**src/rtl/pwm_center_multi.sv**
```systemverilog
// pwm_center_multi -- multi-channel center-aligned PWM generator.
//
// One shared up/down carrier (0..P-1 up, P-1..0 down, 2P cycles per period)
// is compared against a per-channel duty. Period and duties are written via
// a valid/ready shadow register and only become active at the period
// boundary (or immediately while the carrier is parked by enable=0).
//
// Optional feature macro: PWM_DEADTIME_EN (adds pwm_out_n and dead-time
// insertion of DEADTIME cycles on every rising edge of either output).
//
// Ports:
//   clock         system clock, rising edge
//   reset         synchronous, active-high
//   enable        run carrier when high, park (outputs low) when low
//   cfg_valid     configuration offered
//   cfg_ready     shadow free (!pending && !reset)
//   cfg_period    requested period P (0 treated as 1)
//   cfg_duty      duty for channel i in bits [i*WIDTH +: WIDTH]
//   pwm_out       registered PWM outputs
//   period_start  one-cycle pulse on the first cycle of each period
//   pwm_out_n     complementary outputs (PWM_DEADTIME_EN only)

module pwm_center_multi #(
   parameter int unsigned WIDTH        = 10,
   parameter int unsigned CHANNELS     = 4,
   parameter int unsigned RESET_PERIOD = 1023,
   parameter int unsigned DEADTIME     = 4
) (
   input  logic                      clock,
   input  logic                      reset,
   input  logic                      enable,
   input  logic                      cfg_valid,
   output logic                      cfg_ready,
   input  logic [WIDTH-1:0]          cfg_period,
   input  logic [CHANNELS*WIDTH-1:0] cfg_duty,
   output logic [CHANNELS-1:0]       pwm_out,
   output logic                      period_start
`ifdef PWM_DEADTIME_EN
   ,
   output logic [CHANNELS-1:0]       pwm_out_n
`endif
);

   typedef enum logic {
      DIR_UP   = 1'b0,
      DIR_DOWN = 1'b1
   } dir_t;

   logic [WIDTH-1:0]          cnt_q, cnt_d;
   dir_t                      dir_q, dir_d;
   logic [WIDTH-1:0]          per_act_q, per_act_d;
   logic [WIDTH-1:0]          per_sh_q, per_sh_d;
   logic [CHANNELS*WIDTH-1:0] duty_act_q, duty_act_d;
   logic [CHANNELS*WIDTH-1:0] duty_sh_q, duty_sh_d;
   logic                      pending_q, pending_d;
   logic [CHANNELS-1:0]       pwm_q, pwm_d;
   logic                      period_start_q, period_start_d;
   logic [CHANNELS-1:0]       raw;
   logic                      accept;
   logic                      boundary;
   logic                      commit;

   assign cfg_ready    = !pending_q && !reset;
   assign pwm_out      = pwm_q;
   assign period_start = period_start_q;

   // Carrier and shadow/commit handling. Accept needs !pending and commit
   // needs pending, so the two never act on the same edge.
   always_comb begin : carrier_cfg
      accept     = cfg_valid && cfg_ready;
      boundary   = enable && (dir_q == DIR_DOWN) && (cnt_q == '0);
      commit     = pending_q && (boundary || !enable);

      cnt_d      = cnt_q;
      dir_d      = dir_q;
      per_act_d  = per_act_q;
      duty_act_d = duty_act_q;
      per_sh_d   = per_sh_q;
      duty_sh_d  = duty_sh_q;
      pending_d  = pending_q;

      if (!enable) begin
         cnt_d = '0;
         dir_d = DIR_UP;
      end else if (dir_q == DIR_UP) begin
         if (cnt_q == per_act_q - WIDTH'(1)) begin
            dir_d = DIR_DOWN;
         end else begin
            cnt_d = cnt_q + WIDTH'(1);
         end
      end else begin
         if (cnt_q == '0) begin
            dir_d = DIR_UP;
         end else begin
            cnt_d = cnt_q - WIDTH'(1);
         end
      end

      if (commit) begin
         per_act_d  = per_sh_q;
         duty_act_d = duty_sh_q;
         pending_d  = 1'b0;
      end

      if (accept) begin
         per_sh_d  = (cfg_period == '0) ? WIDTH'(1) : cfg_period;
         duty_sh_d = cfg_duty;
         pending_d = 1'b1;
      end
   end

   always_comb begin : compare
      raw = '0;
      for (int unsigned i = 0; i < CHANNELS; i++) begin
         raw[i] = (cnt_q < duty_act_q[i*WIDTH +: WIDTH]);
      end
      period_start_d = enable && (cnt_q == '0) && (dir_q == DIR_UP);
   end

`ifdef PWM_DEADTIME_EN
   localparam int unsigned RW = $clog2(DEADTIME + 2);

   logic [RW-1:0]       hi_run_q [CHANNELS];
   logic [RW-1:0]       hi_run_d [CHANNELS];
   logic [RW-1:0]       lo_run_q [CHANNELS];
   logic [RW-1:0]       lo_run_d [CHANNELS];
   logic [CHANNELS-1:0] pwm_n_q, pwm_n_d;

   assign pwm_out_n = pwm_n_q;

   // hi_run/lo_run count prior consecutive cycles of raw high/low, saturating
   // at DEADTIME; an output may only rise once its run has reached DEADTIME.
   always_comb begin : dead_time
      pwm_d   = '0;
      pwm_n_d = '0;
      for (int unsigned i = 0; i < CHANNELS; i++) begin
         hi_run_d[i] = '0;
         lo_run_d[i] = '0;
         if (enable) begin
            if (raw[i]) begin
               hi_run_d[i] = (hi_run_q[i] < RW'(DEADTIME)) ? hi_run_q[i] + RW'(1) : hi_run_q[i];
               pwm_d[i]    = (hi_run_q[i] >= RW'(DEADTIME));
            end else begin
               lo_run_d[i] = (lo_run_q[i] < RW'(DEADTIME)) ? lo_run_q[i] + RW'(1) : lo_run_q[i];
               pwm_n_d[i]  = (lo_run_q[i] >= RW'(DEADTIME));
            end
         end
      end
   end

   always_ff @(posedge clock) begin
      if (reset) begin
         pwm_n_q <= '0;
         for (int unsigned i = 0; i < CHANNELS; i++) begin
            hi_run_q[i] <= '0;
            lo_run_q[i] <= '0;
         end
      end else begin
         pwm_n_q <= pwm_n_d;
         for (int unsigned i = 0; i < CHANNELS; i++) begin
            hi_run_q[i] <= hi_run_d[i];
            lo_run_q[i] <= lo_run_d[i];
         end
      end
   end
`else
   logic [31:0] deadtime_unused;
   assign deadtime_unused = DEADTIME;

   always_comb begin : plain_out
      pwm_d = enable ? raw : '0;
   end
`endif

   always_ff @(posedge clock) begin
      if (reset) begin
         cnt_q          <= '0;
         dir_q          <= DIR_UP;
         per_act_q      <= WIDTH'(RESET_PERIOD);
         duty_act_q     <= '0;
         per_sh_q       <= WIDTH'(RESET_PERIOD);
         duty_sh_q      <= '0;
         pending_q      <= 1'b0;
         pwm_q          <= '0;
         period_start_q <= 1'b0;
      end else begin
         cnt_q          <= cnt_d;
         dir_q          <= dir_d;
         per_act_q      <= per_act_d;
         duty_act_q     <= duty_act_d;
         per_sh_q       <= per_sh_d;
         duty_sh_q      <= duty_sh_d;
         pending_q      <= pending_d;
         pwm_q          <= pwm_d;
         period_start_q <= period_start_d;
      end
   end

endmodule

```
**config.mk**
```make
export PLATFORM = sky130hd
export DESIGN_NAME = pwm_center_multi
export DESIGN_NICKNAME = d
export VERILOG_FILES = /design/src/rtl/pwm_center_multi.sv
export SDC_FILE = /design/constraint.sdc
export NUM_CORES = 1
export LEC_CHECK = 0
export CAP_MARGIN = 20
export CORE_MARGIN = 2
export CORE_UTILIZATION = 33
export CTS_BUF_LIST = sky130_fd_sc_hd__clkbuf_4 sky130_fd_sc_hd__clkbuf_8
export DETAILED_ROUTE_END_ITERATION = 6
export PLACE_DENSITY = 0.5
export SYNTH_ARGS = -nofsm -noshare
export SYNTH_HDL_FRONTEND = slang
export SYNTH_SLANG_ARGS = --single-unit
```
**constraint.sdc**
```tcl
create_clock -name clock -period 4.2 [get_ports clock]
set_input_delay 0.42 -clock clock [delete_from_list [all_inputs] [get_ports clock]]
set_output_delay 0.42 -clock clock [all_outputs]
set_load 0.005 [all_outputs]
```
==> results.txt <==
CTS tree: yes
number of inserted diodes: 0
mean instance size in the synthesized netlist: 8.03 µm²
vias per inst: 4.72
number of standard-cell rows in the floorplan: 48
count of fill cells added during filler insertion: 1763
cell type with the highest aggregate area in the netlist: dfxtp_1
number of antenna violations at the first check in global routing: 0
slew at the pin with the worst max-slew slack: 949 ps
largest cells by area after synthesis: dfxtp_1, nand2_1, ha_1
die height: 136 µm
cell area after synthesis: 0.00573 mm²
die area: 0.0184 mm²
number of synthesized register bits: 117
startpoint type of the worst setup path: flip-flop
antenna-violating nets left: 0
TritonCTS buffer count: 17
worst hold slack across all endpoints: 457 ps
largest net degree at the start of global routing: 103
core area: 0.0171 mm²
worst clock skew: 9.69 ps
remaining max-slew budget at the tightest pin: 36.8%
unrepaired setup endpoints after global routing: no
half-perimeter wire length of the detailed placement result: 9.07 mm
number of DRC markers after the initial detailed-route iteration: 263
global-route wire length before repair: 22.2 mm
required arrival time at the worst endpoint: 4530 ps
ys async rst share: 0%
Pwr Density: 374 mW/mm²
clock transition time at the flip-flop clock pins of the worst setup and hold paths: 70 ps
post-placement cell count: 965
most instantiated flip-flop cell in the synthesis netlist: dfxtp_1
highest net fanout along the worst path: 18
number of global-route vias before repair: 4562
most used cells in the layout excluding fill and tap cells: nand2_1, dfxtp_1, a21oi_1, clkdlybuf4s50_1, o21ai_0
crit share post-route: 60.2%
cells resized by post-CTS repair: 0
detailed-route wire length per cell: 13.1 µm
maximum root-to-sink buffer count: 2
count of max-cap constraint violations: 0
CP endpoint kind: flip-flop
drc violations: 0
total number of yosys warnings: 0
area growth from synthesis to final layout: 21.8%
gp weighted congestion: 0.791
number of nets in the layout: 861
type of the tightest min-delay check: reg2reg
sequential element share of the synthesized area: 40.9%
buffer count from post-CTS setup fixing: 0
clock period minus worst slack: 2530 ps
final-report setup violation count: 0
hold buffers post-CTS: 0
arrival time of data at the critical path endpoint: 2860 ps
Power, Total: 0.00261 W
CP Class: reg2reg
fraction of final layout cells sized beyond drive strength 1: 6.60%
die width: 136 µm
Routed WL: 13.1 mm
insertion delay to the later sink of the worst-skew pair: 440 ps
Peak Freq: 395 MHz
H-tree Lvls: 4
number of pins with negative max-slew slack in the final report: 0
number of clock sinks: 117
number of distinct library cell variants in the gate-level netlist after synthesis: 44
leading cell type in the layout, fill and taps excluded: nand2_1
post-synth net total: 813
Initial Utilization: 33.5%
TNS Setup: 0 ps
synthesized instance count: 713
maximum vdd ir drop: 0.192 mV
# IOs: 60
via count: 4708
global-route usage over all layers: 15.3%
leakage power: 2.50 nW
EDFF count, synth: 0
share of the synthesized area in the top cell type: 40.9%
status: finished clean
count of input and output buffers: 59
global route overflow: 0
root buffer cell: clkbuf_8
Finished Layout Cells: 998
number of optimization iterations in the first detailed-route pass: 4
count of endpoints failing hold in the final timing report: 0
area by class of cell:
class | count | area [µm²] | area share [%]
Sequential cell | 117 | 2340 | 33.6
Inverter | 42 | 158 | 2.26
Multi-Input combinational cell | 517 | 3080 | 44.2
Clock inverter | 8 | 145 | 2.08
Clock buffer | 23 | 310 | 4.45
Tap cell | 225 | 282 | 4.04
Timing Repair Buffer | 66 | 658 | 9.43
cells by family (layout without fill, tap and decap cells):
logic type	after synthesis	in the layout	share of synthesized area (%)
simple gates	287	287	23.5
compound gates	161	161	16.6
flops	117	117	40.9
buf+inv	79	139	5.33
fa+ha+maj	46	46	10.2
xor+xnor	22	22	3.36
mux	1	1	0.175
report_power, final:
group	switching (W)	leakage [nW]	internal [W]
Combinational	0.000105	1.32	0.000116
Sequential	0.0000406	0.956	0.00117
Clock	0.000448	0.227	0.000728
final timing paths:
kind	start	to	slack [ps]	cells after the start
max	per_act_q[0]$_SDFFE_PP1P_	cnt_q[9]$_SDFFE_PP0P_	1670	9
min	duty_sh_q[22]$_SDFFE_PP0P_	duty_act_q[22]$_SDFFE_PP0P_	460	2
max reg2reg	per_act_q[0]$_SDFFE_PP1P_	cnt_q[9]$_SDFFE_PP0P_	1670	9
min reg2reg	duty_sh_q[22]$_SDFFE_PP0P_	duty_act_q[22]$_SDFFE_PP0P_	460	2
sequential cells by signal (all words and copies together) (netlist names):
signal / count
duty_act_q: 40
duty_sh_q: 40
per_sh_q: 10
dir_q: 1
pwm_out: 4
period_start: 1
per_act_q: 10
pending_q: 1
cnt_q: 10
cell usage after synthesis, types with 2 or more instances:
cell type and instances:
nand2b_1 47, nor3_1 14, nor2b_1 7, a211o_1 2, nor4_1 3, clkbuf_1 33
a31oi_1 2, o21ai_1 5, nand3b_1 9, buf_1 2, nand2_1 157, a31o_2 3
o21ai_0 57, a211oi_1 2, xor2_1 5, inv_1 42, dfxtp_1 117, nor2_1 24
and2_1 3, nand4_1 4, nand3_1 12, a21oi_1 58, a31oi_4 2, ha_1 45
xnor2_1 17, a21o_1 13, o211ai_1 10, a21boi_0 2
worst max-delay path: stages, from the launching register on:
cell      delay, ps
dfxtp_1         350
inv_1            90
ha_1            310
nor4b_1         460
nand2_1         100
nand3b_1        140
a31oi_4         110
a31oi_4         510
a21oi_1         120
a31o_2          230
through the flow:
stage	area (µm²)	worst slack, ps	util (%)
floorplan	5730	1950	-
global placement	6480	1550	37.9
detailed placement	6480	1430	37.9
CTS	6940	1390	40.5
global route	6980	1420	40.8
finish	6980	1670	40.8
routing by layer:
metal | part of all wire (%) | global-route usage (%)
met4 | 1.9 | 6.13
met2 | 45 | 23.7
met3 | 2.9 | 3.37
met5 | 0 | 0
met1 | 50 | 20.6
Power figures use the tool's default switching activity.
